<file path="src/rtl/ex_muldiv.sv">
// Iterative RV32M multiply/divide unit for the EX stage.
// Performs one shift-add or restoring-divide step per cycle, 32 steps per op.
module ex_muldiv #(
  parameter bit EARLY_OUT = 1'b1
) (
  input  logic        clk,
  input  logic        rst,
  input  logic        start,
  input  logic [2:0]  funct3,
  input  logic [31:0] rs1_val,
  input  logic [31:0] rs2_val,
  input  logic        flush,
  output logic        busy,
  output logic        done,
  output logic [31:0] result
);

  localparam int unsigned XLEN  = 32;
  localparam int unsigned CNT_W = 5;
  localparam logic [CNT_W-1:0] LAST_STEP = CNT_W'(XLEN - 1);

  typedef enum logic [1:0] {IDLE, MUL, DIV, DONE} state_e;

  state_e              state_q, state_d;
  logic [CNT_W-1:0]    cnt_q, cnt_d;
  logic [1:0]          op_q, op_d;
  logic                qneg_q, qneg_d;
  logic                rneg_q, rneg_d;
  logic                spec_q, spec_d;
  logic [XLEN-1:0]     spec_val_q, spec_val_d;
  logic [2*XLEN-1:0]   acc_q, acc_d;
  logic [2*XLEN-1:0]   opb_q, opb_d;
  logic [XLEN-1:0]     mplier_q, mplier_d;
  logic [XLEN-1:0]     result_q, result_d;

  // Operand signedness and magnitudes at the accept edge
  logic            a_signed, b_signed, a_neg, b_neg, div_zero, div_ovf;
  logic [XLEN-1:0] a_mag, b_mag, special_val;

  assign a_signed    = funct3[2] ? ~funct3[0] : (funct3[1:0] != 2'b11);
  assign b_signed    = funct3[2] ? ~funct3[0] : ~funct3[1];
  assign a_neg       = a_signed & rs1_val[XLEN-1];
  assign b_neg       = b_signed & rs2_val[XLEN-1];
  assign a_mag       = a_neg ? -rs1_val : rs1_val;
  assign b_mag       = b_neg ? -rs2_val : rs2_val;
  assign div_zero    = (rs2_val == '0);
  assign div_ovf     = ~funct3[0] & (rs1_val == 32'h8000_0000) & (rs2_val == '1);
  assign special_val = div_zero ? (funct3[1] ? rs1_val : '1)
                                : (funct3[1] ? '0 : 32'h8000_0000);

  // Per-cycle datapath steps; acc holds {remainder, dividend/quotient} while dividing
  logic [2*XLEN-1:0] mul_sum, prod, div_acc;
  logic [XLEN:0]     div_trial;
  logic              div_ge;
  logic [XLEN-1:0]   div_rem, quo, rem;

  assign mul_sum   = acc_q + (mplier_q[0] ? opb_q : '0);
  assign prod      = qneg_q ? -mul_sum : mul_sum;
  assign div_trial = {acc_q[2*XLEN-1:XLEN], acc_q[XLEN-1]};
  assign div_ge    = div_trial >= {1'b0, opb_q[XLEN-1:0]};
  assign div_rem   = div_ge ? (div_trial[XLEN-1:0] - opb_q[XLEN-1:0]) : div_trial[XLEN-1:0];
  assign div_acc   = {div_rem, acc_q[XLEN-2:0], div_ge};
  assign quo       = qneg_q ? -div_acc[XLEN-1:0] : div_acc[XLEN-1:0];
  assign rem       = rneg_q ? -div_acc[2*XLEN-1:XLEN] : div_acc[2*XLEN-1:XLEN];

  always_comb begin
    state_d    = state_q;
    cnt_d      = cnt_q;
    op_d       = op_q;
    qneg_d     = qneg_q;
    rneg_d     = rneg_q;
    spec_d     = spec_q;
    spec_val_d = spec_val_q;
    acc_d      = acc_q;
    opb_d      = opb_q;
    mplier_d   = mplier_q;
    result_d   = result_q;

    if (flush) begin
      state_d = IDLE;
    end else begin
      case (state_q)
        IDLE, DONE: begin
          state_d = IDLE;
          if (start) begin
            op_d   = funct3[1:0];
            qneg_d = a_neg ^ b_neg;
            rneg_d = a_neg;
            cnt_d  = '0;
            if (funct3[2]) begin
              if (EARLY_OUT && (div_zero || div_ovf)) begin
                result_d = special_val;
                state_d  = DONE;
              end else begin
                acc_d      = {{XLEN{1'b0}}, a_mag};
                opb_d      = {{XLEN{1'b0}}, b_mag};
                spec_d     = div_zero | div_ovf;
                spec_val_d = special_val;
                state_d    = DIV;
              end
            end else begin
              acc_d    = '0;
              opb_d    = {{XLEN{1'b0}}, a_mag};
              mplier_d = b_mag;
              state_d  = MUL;
            end
          end
        end
        MUL: begin
          acc_d    = mul_sum;
          opb_d    = opb_q << 1;
          mplier_d = mplier_q >> 1;
          cnt_d    = cnt_q + CNT_W'(1);
          if (cnt_q == LAST_STEP) begin
            result_d = (op_q == 2'b00) ? prod[XLEN-1:0] : prod[2*XLEN-1:XLEN];
            state_d  = DONE;
          end
        end
        DIV: begin
          acc_d = div_acc;
          cnt_d = cnt_q + CNT_W'(1);
          if (cnt_q == LAST_STEP) begin
            result_d = spec_q ? spec_val_q : (op_q[1] ? rem : quo);
            state_d  = DONE;
          end
        end
        default: state_d = IDLE;
      endcase
    end
  end

  always_ff @(posedge clk or posedge rst) begin
    if (rst) begin
      state_q    <= IDLE;
      cnt_q      <= '0;
      op_q       <= '0;
      qneg_q     <= 1'b0;
      rneg_q     <= 1'b0;
      spec_q     <= 1'b0;
      spec_val_q <= '0;
      acc_q      <= '0;
      opb_q      <= '0;
      mplier_q   <= '0;
      result_q   <= '0;
    end else begin
      state_q    <= state_d;
      cnt_q      <= cnt_d;
      op_q       <= op_d;
      qneg_q     <= qneg_d;
      rneg_q     <= rneg_d;
      spec_q     <= spec_d;
      spec_val_q <= spec_val_d;
      acc_q      <= acc_d;
      opb_q      <= opb_d;
      mplier_q   <= mplier_d;
      result_q   <= result_d;
    end
  end

  assign busy   = (state_q == MUL) || (state_q == DIV);
  assign done   = (state_q == DONE);
  assign result = result_q;

endmodule

</file>
<file path="config.mk">
export PLATFORM = sky130hd
export DESIGN_NAME = ex_muldiv
export DESIGN_NICKNAME = d
export VERILOG_FILES = /design/src/rtl/ex_muldiv.sv
export SDC_FILE = /design/constraint.sdc
export NUM_CORES = 1
export LEC_CHECK = 0
export ABC_AREA = 1
export BUFFER_PORTS_ARGS = -buffer_cell sky130_fd_sc_hd__buf_2
export CAP_MARGIN = 20
export CORE_MARGIN = 4
export CORE_UTILIZATION = 45
export CTS_BUF_LIST = sky130_fd_sc_hd__clkbuf_8 sky130_fd_sc_hd__clkbuf_16
export DETAILED_ROUTE_END_ITERATION = 8
export PLACE_DENSITY = 0.71
export SLEW_MARGIN = 20
export SYNTH_ARGS = -nofsm -noshare
export SYNTH_HDL_FRONTEND = slang
export SYNTH_SLANG_ARGS = --single-unit
export TNS_END_PERCENT = 20
</file>
<file path="constraint.sdc">
create_clock -name clk -period 9.5 [get_ports clk]
set_input_delay 0.95 -clock clk [delete_from_list [all_inputs] [get_ports clk]]
set_output_delay 0.95 -clock clk [all_outputs]
set_load 0.03 [all_outputs]
</file>
# Word-level counts from Yosys, hierarchy flattened
# Index checks and enable logic that the tools add are counted.
# word_totals
ff_bits,236
wordCells,100
# op_classes
add_sub_neg,8
order_cmp,1
eq_ne,15
muxes,40
n_bitwise,10
reduce_logical,15
# op_table
op,count
two-way mux 32 bit,18
two-way mux 64 bit,8
case mux 64 bit (3 select lines),1
negation 32 bit,4
case mux 64 bit (2 select lines),1
case mux 32 bit (3 select lines),1
adder 64 bit,1
== test 32 bit (second input constant),2
negation 64 bit,1
case mux 32 bit (2 select lines),1
>= comparator 33 x 32 -> 1 bit,1
zero test 32 bit,1
subtractor 32 bit,1
inequality test 2 bit (second input constant),7
case mux 5 bit (2 select lines),1
two-way mux 2 bit,4
AND reduction 4 bit,2
AND reduction 3 bit,2
AND reduction 6 bit,1
adder 5 x 1 -> 5 bit (second input constant),1
== test 5 bit (second input constant),1
two-way mux 5 bit,1
AND reduction 5 bit,1
bitwise AND 1 bit,4
14 further kinds,23

# Longest topological paths before layout
# depth
depth_word,9
ltp_mapped,36

# Least setup slack after synthesis
# No wires, ideal clock.
# synth_timing
path_kind,register to register
start,register acc_q[59]
end,register result_q[30] (netlist: result[30])
arrival_time_ns,3.477
setup_slack_ns,5.906
path_stages_with_launch,31
n_path_buf,1
cell_sequence,dfrtp_1 > ha_1 > a21oi_1 > nand2_1 > a21oi_1 > nand2_1 > nor2_4 > nand2_4 > buf_6 > inv_2 > ha_1 > inv_1 > nor3_1 > inv_1 > nor2_1 > nand3_1 > nor2_1 > nand2_1 > nor2_1 > nand2_1 > inv_1 > a21oi_1 > a21oi_1 > o21ai_0 > a21o_1 > nand2_1 > nand2_1 > nand2_1 > nand2_1 > nand2_1 > nand2_1
# synth_via
elab_chain_cells,8
elab_cells_between_ends,16
cone_classes,5 x add/sub; 1 x order compare; 10 x mux
# synth_lines
item,line_no,rtl
from (decl),31,"logic [2*XLEN-1:0] acc_q, acc_d;"
from (signal assigned),141,acc_q <= '0;
from (signal assigned),153,acc_q <= acc_d;
"parallel branches: the longest is 7 deep, another holds adder 64 bit",-,
case mux 32 bit (3 select lines) (*),82,case (state_q)
to (signal assigned),156,result_q <= result_d;
to (decl),34,"logic [XLEN-1:0] result_q, result_d;"
# Mark *: on every way between the ends. The select of a mux whose other input is x is not followed.
# A chain may end at the register's enable or synchronous reset.

# Worst setup path after layout
# layout_timing
start,register opb_q[18]
end,register result_q[26] (netlist: result[26])
# layout_via
elab_chain_cells,8
elab_cells_between_ends,17
cone_classes,5 x add/sub; 1 x order compare; 11 x mux
# layout_lines
item,line_no,rtl
from (decl),32,"logic [2*XLEN-1:0] opb_q, opb_d;"
from (signal assigned),154,opb_q <= opb_d;
"parallel branches: the longest is 7 deep, another holds adder 64 bit",-,
case mux 32 bit (3 select lines) (*),82,
# Marked as above.

==> run_results.csv <==
group,metric,value,unit
floorplan,placementRows,90,
logic_synthesis,synth_largest_type_area_fraction,23.6,%
logic_synthesis,yosys_warnings,0,
cts,cts-resized-gates,0,
logic_synthesis,syn_area,27500,sq um
logic_synthesis,yosys-top-cells-count,"sky130_fd_sc_hd__nand2_1 (1727), sky130_fd_sc_hd__inv_1 (832), sky130_fd_sc_hd__nor2_1 (477), sky130_fd_sc_hd__nand3_1 (385), sky130_fd_sc_hd__o21ai_0 (256)",
sta,clock-skew-final,0.0226,ns
worst_setup_path,timing.critical_path.max_delay_family,"simple AND/OR/NAND/NOR gates",
global_routing,grt_util_all_layers,42.2,%
worst_setup_path,reg2reg_from,"opb_q[18]",
placement,final_weighted_congestion_in_routability_driven_placement,1.10,
worst_setup_path,path_max_fanout,40,
final_layout,areaGrowthSynthToFinish,7.83,%
floorplan,die_width,255,microns
power_and_ir_drop,share_comb_of_total_power,61.3,%
logic_synthesis,synth_edf_count,0,
final_layout,fin_nets,5124,
floorplan,initial_utilization,45.5,%
cts,cts-buffers-inserted,29,
cts,post-cts-setup-buffer-count,0,
route,drt-total-wl,142000,microns
logic_synthesis,post_synth_arst_share,100,%
final_layout,filler_cell_count,6787,
route,route.detailed.drc,0,
route,drt.antenna.violating_nets,0,
logic_synthesis,syn-num-nets,5121,
sta,timing.final.setup_violations,0,
cts,total_clock_sinks,236,
sta,worst_slew_margin,22.0,%
power_and_ir_drop,power.leakage,17.2,nW
route,drt_pre_antenna_iters,6,
logic_synthesis,netlist.top_cell.by_area,"sky130_fd_sc_hd__nand2_1",
logic_synthesis,top_area_cells_in_the_synthesized_netlist,"sky130_fd_sc_hd__nand2_1 (24%), sky130_fd_sc_hd__dfrtp_1 (21%), sky130_fd_sc_hd__inv_1 (11%), sky130_fd_sc_hd__nand3_1 (7.0%), sky130_fd_sc_hd__nor2_1 (6.5%)",
placement,placed_cells,5696,
placement,place.port_buffers,104,
cts,postCtsHoldBufs,0,
route,detail_route.iter0.violations,4689,
global_routing,grt_pass1_vias,30300,
global_routing,grt_antenna_before_repair,5,
global_routing,wire_length_of_the_first_global_routing_pass,202000,microns
floorplan,design.portCount,105,
power_and_ir_drop,power.ir.vdd_worst,0.220,mV
route,via_count_normalized_by_instance_count,5.81,
status,run_status,"finished clean",
sta,timing.fmax,165,MHz
sta,grt_setup_unrepaired,"no",
final_layout,final_layout_size_suffix_gt1_share,5.88,%
cts,clkTransAtPathRegs,0.07,ns
power_and_ir_drop,power_switching_share,58.0,%
route,drt-wirelength-per-cell,24.7,microns
cts,skew_pair_late_insertion_delay,0.60,ns
final_layout,post_layout_nonfiller_instances,5753,
logic_synthesis,syn_area_per_cell,5.56,sq um
floorplan,die_height,255,microns
min_path,hold_path_class,"flip-flop to flip-flop",
cts,clock_root_buffer,"sky130_fd_sc_hd__clkbuf_16",
sta,final.min_clock_period,6.05,ns
worst_setup_path,path_buf_inv,6,
cts,cts_max_path_buffers,3,
sta,finalHoldViolations,0,
worst_setup_path,worst_path_most_repeated_cell,"sky130_fd_sc_hd__nand2_1",
sta,report.final.slew_viol_count,0,
final_layout,post-route-util,49.0,%
run,timing.max_cap.violations,0,
power_and_ir_drop,power_per_cell_area,258,nW/um^2
logic_synthesis,synthCells,4942,
worst_setup_path,cp.required,9.99,ns
logic_synthesis,yosys_register_bits,236,
cts,cts.htree.levels,1,
logic_synthesis,part_of_the_yosys_area_used_for_sequential_elements,21.5,%
worst_setup_path,startpoint,"opb_q[18]",
global_routing,grt_overflow_total,0,
power_and_ir_drop,total_switching_power,4.45,mW
logic_synthesis,synthMostInstantiatedCell,"sky130_fd_sc_hd__nand2_1",
cts,tritoncts,"built",
floorplan,die_area,65100,sq um
worst_setup_path,cp-start-kind,"flip-flop",
sta,tns,0,ns
power_and_ir_drop,p_int,3.21,mW
sta,post-route-period-util,63.7,%
worst_setup_path,crit_arrival,6.54,ns
floorplan,core-area,60500,sq um
global_routing,largest_net_degree_at_the_start_of_global_routing,138,
route,route.vias.total,33400,
power_and_ir_drop,seqPwrFrac,22.3,%
worst_setup_path,worstSetupPathType,"flip-flop to flip-flop",
power_and_ir_drop,pwr-share-clk,16.4,%
min_path,min_from,"spec_val_q[4]",
sta,worstMarginPinSlew,1.16,ns
worst_setup_path,slowest_delay,0.64,ns
worst_setup_path,worst_setup_path_end_kind,"flip-flop",
placement,hpwlAfterDp,116000,microns
logic_synthesis,synth_flop_cell,"sky130_fd_sc_hd__dfrtp_1",
logic_synthesis,number_of_distinct_standard_cells_referenced_by_the_synthesized_netlist,55,
worst_setup_path,critPathSlowestCell,"sky130_fd_sc_hd__dfrtp_1",
==> power groups by stage <==
stage | clock network, mW | registers, mW | logic, mW
after global placement | 0 | 1.69 | 4.52
after detailed placement | 0 | 1.68 | 4.51
after CTS | 1.25 | 1.67 | 4.53
after floorplan | 0 | 1.52 | 2.93
final | 1.25 | 1.71 | 4.70
after global routing | 1.29 | 1.70 | 5.05
==> worst reg2reg max path: cells and delay by family (launching register included) <==
family                     cells  cell delay (ns)
adders and majority gates      2             0.59
buffers and inverters          6             0.93
DFF                            1             0.64
and+or+nand+nor               23             3.57
AOI/OAI and AO/OA              2             0.21
==> cells in the final DEF, fill, tap and decap left out, types with 76 or more instances in the layout <==
master                    synthesis  final
sky130_fd_sc_hd__o21ai_0        256    256
sky130_fd_sc_hd__xor2_1          76     76
sky130_fd_sc_hd__nor2_1         477    474
sky130_fd_sc_hd__a21oi_1        205    205
sky130_fd_sc_hd__inv_1          832    832
sky130_fd_sc_hd__buf_2           20    104
sky130_fd_sc_hd__dfrtp_1        236    234
sky130_fd_sc_hd__o22ai_1         95     95
sky130_fd_sc_hd__ha_1           106    105
sky130_fd_sc_hd__nand2_1       1727   1725
sky130_fd_sc_hd__nand3_1        385    385
==> logic make-up after synthesis <==
family | synth area share [%]
xor+xnor | 2.73
simple gates | 41.7
flops | 21.5
compound gates | 15.0
buf+inv | 14.1
fa+ha+maj | 4.97
==> sequential cells by signal (all words and copies together), names as in the netlist <==
| register | count |
|---|---|
| opb_q | 64 |
| state_q | 2 |
| spec_q | 1 |
| qneg_q | 1 |
| mplier_q | 32 |
| spec_val_q | 32 |
| cnt_q | 5 |
| result | 32 |
| rneg_q | 1 |
| acc_q | 64 |
| op_q | 2 |
==> layout make-up <==
| type | instances | area [sq um] | area share, % |
|---|---|---|---|
| Multi-Input combinational cell | 3688 | 17700 | 59.8 |
| Sequential cell | 236 | 5910 | 19.9 |
| Inverter | 860 | 3240 | 10.9 |
| Tap cell | 782 | 978 | 3.30 |
| Clock buffer | 35 | 808 | 2.73 |
| Timing Repair Buffer | 130 | 728 | 2.46 |
| Clock inverter | 19 | 244 | 0.823 |
| Antenna cell | 3 | 7.51 | 0.0253 |
==> path summary, 6_finish.rpt <==
check | end | slack (ns) | cells after the start
setup reg to reg | result[26] | 3.45 | 33
setup / recovery | result[26] | 3.45 | 33
min in group asynchronous | mplier_q[24] | 0.49 | 2
hold reg to reg | spec_val_q[4] | 0.47 | 2
hold / removal | spec_val_q[4] | 0.47 | 2
max in group asynchronous | opb_q[43] | 7.47 | 3
==> stage by stage <==
stage	area (sq um)	hold slack [ns]	power [mW]	setup WS [ns]
CTS	29600	0.464	7.44	3.67
floorplan	27500	0.431	4.45	2.08
global route	29600	0.486	8.04	3.03
global placement	28600	0.443	6.20	3.56
finish	29600	0.469	7.66	3.45
detailed placement	28600	0.448	6.19	3.66
==> metal layers <==
metal	track usage, %	vias up	part of all wire [%]
met5	0	-	0.024
met4	24.6	6	7.3
met3	11.4	416	12
met2	61.5	1899	41
met1	56.1	15500	40
li1	-	15700	-
Note: power is estimated with default switching activity, not from simulation.
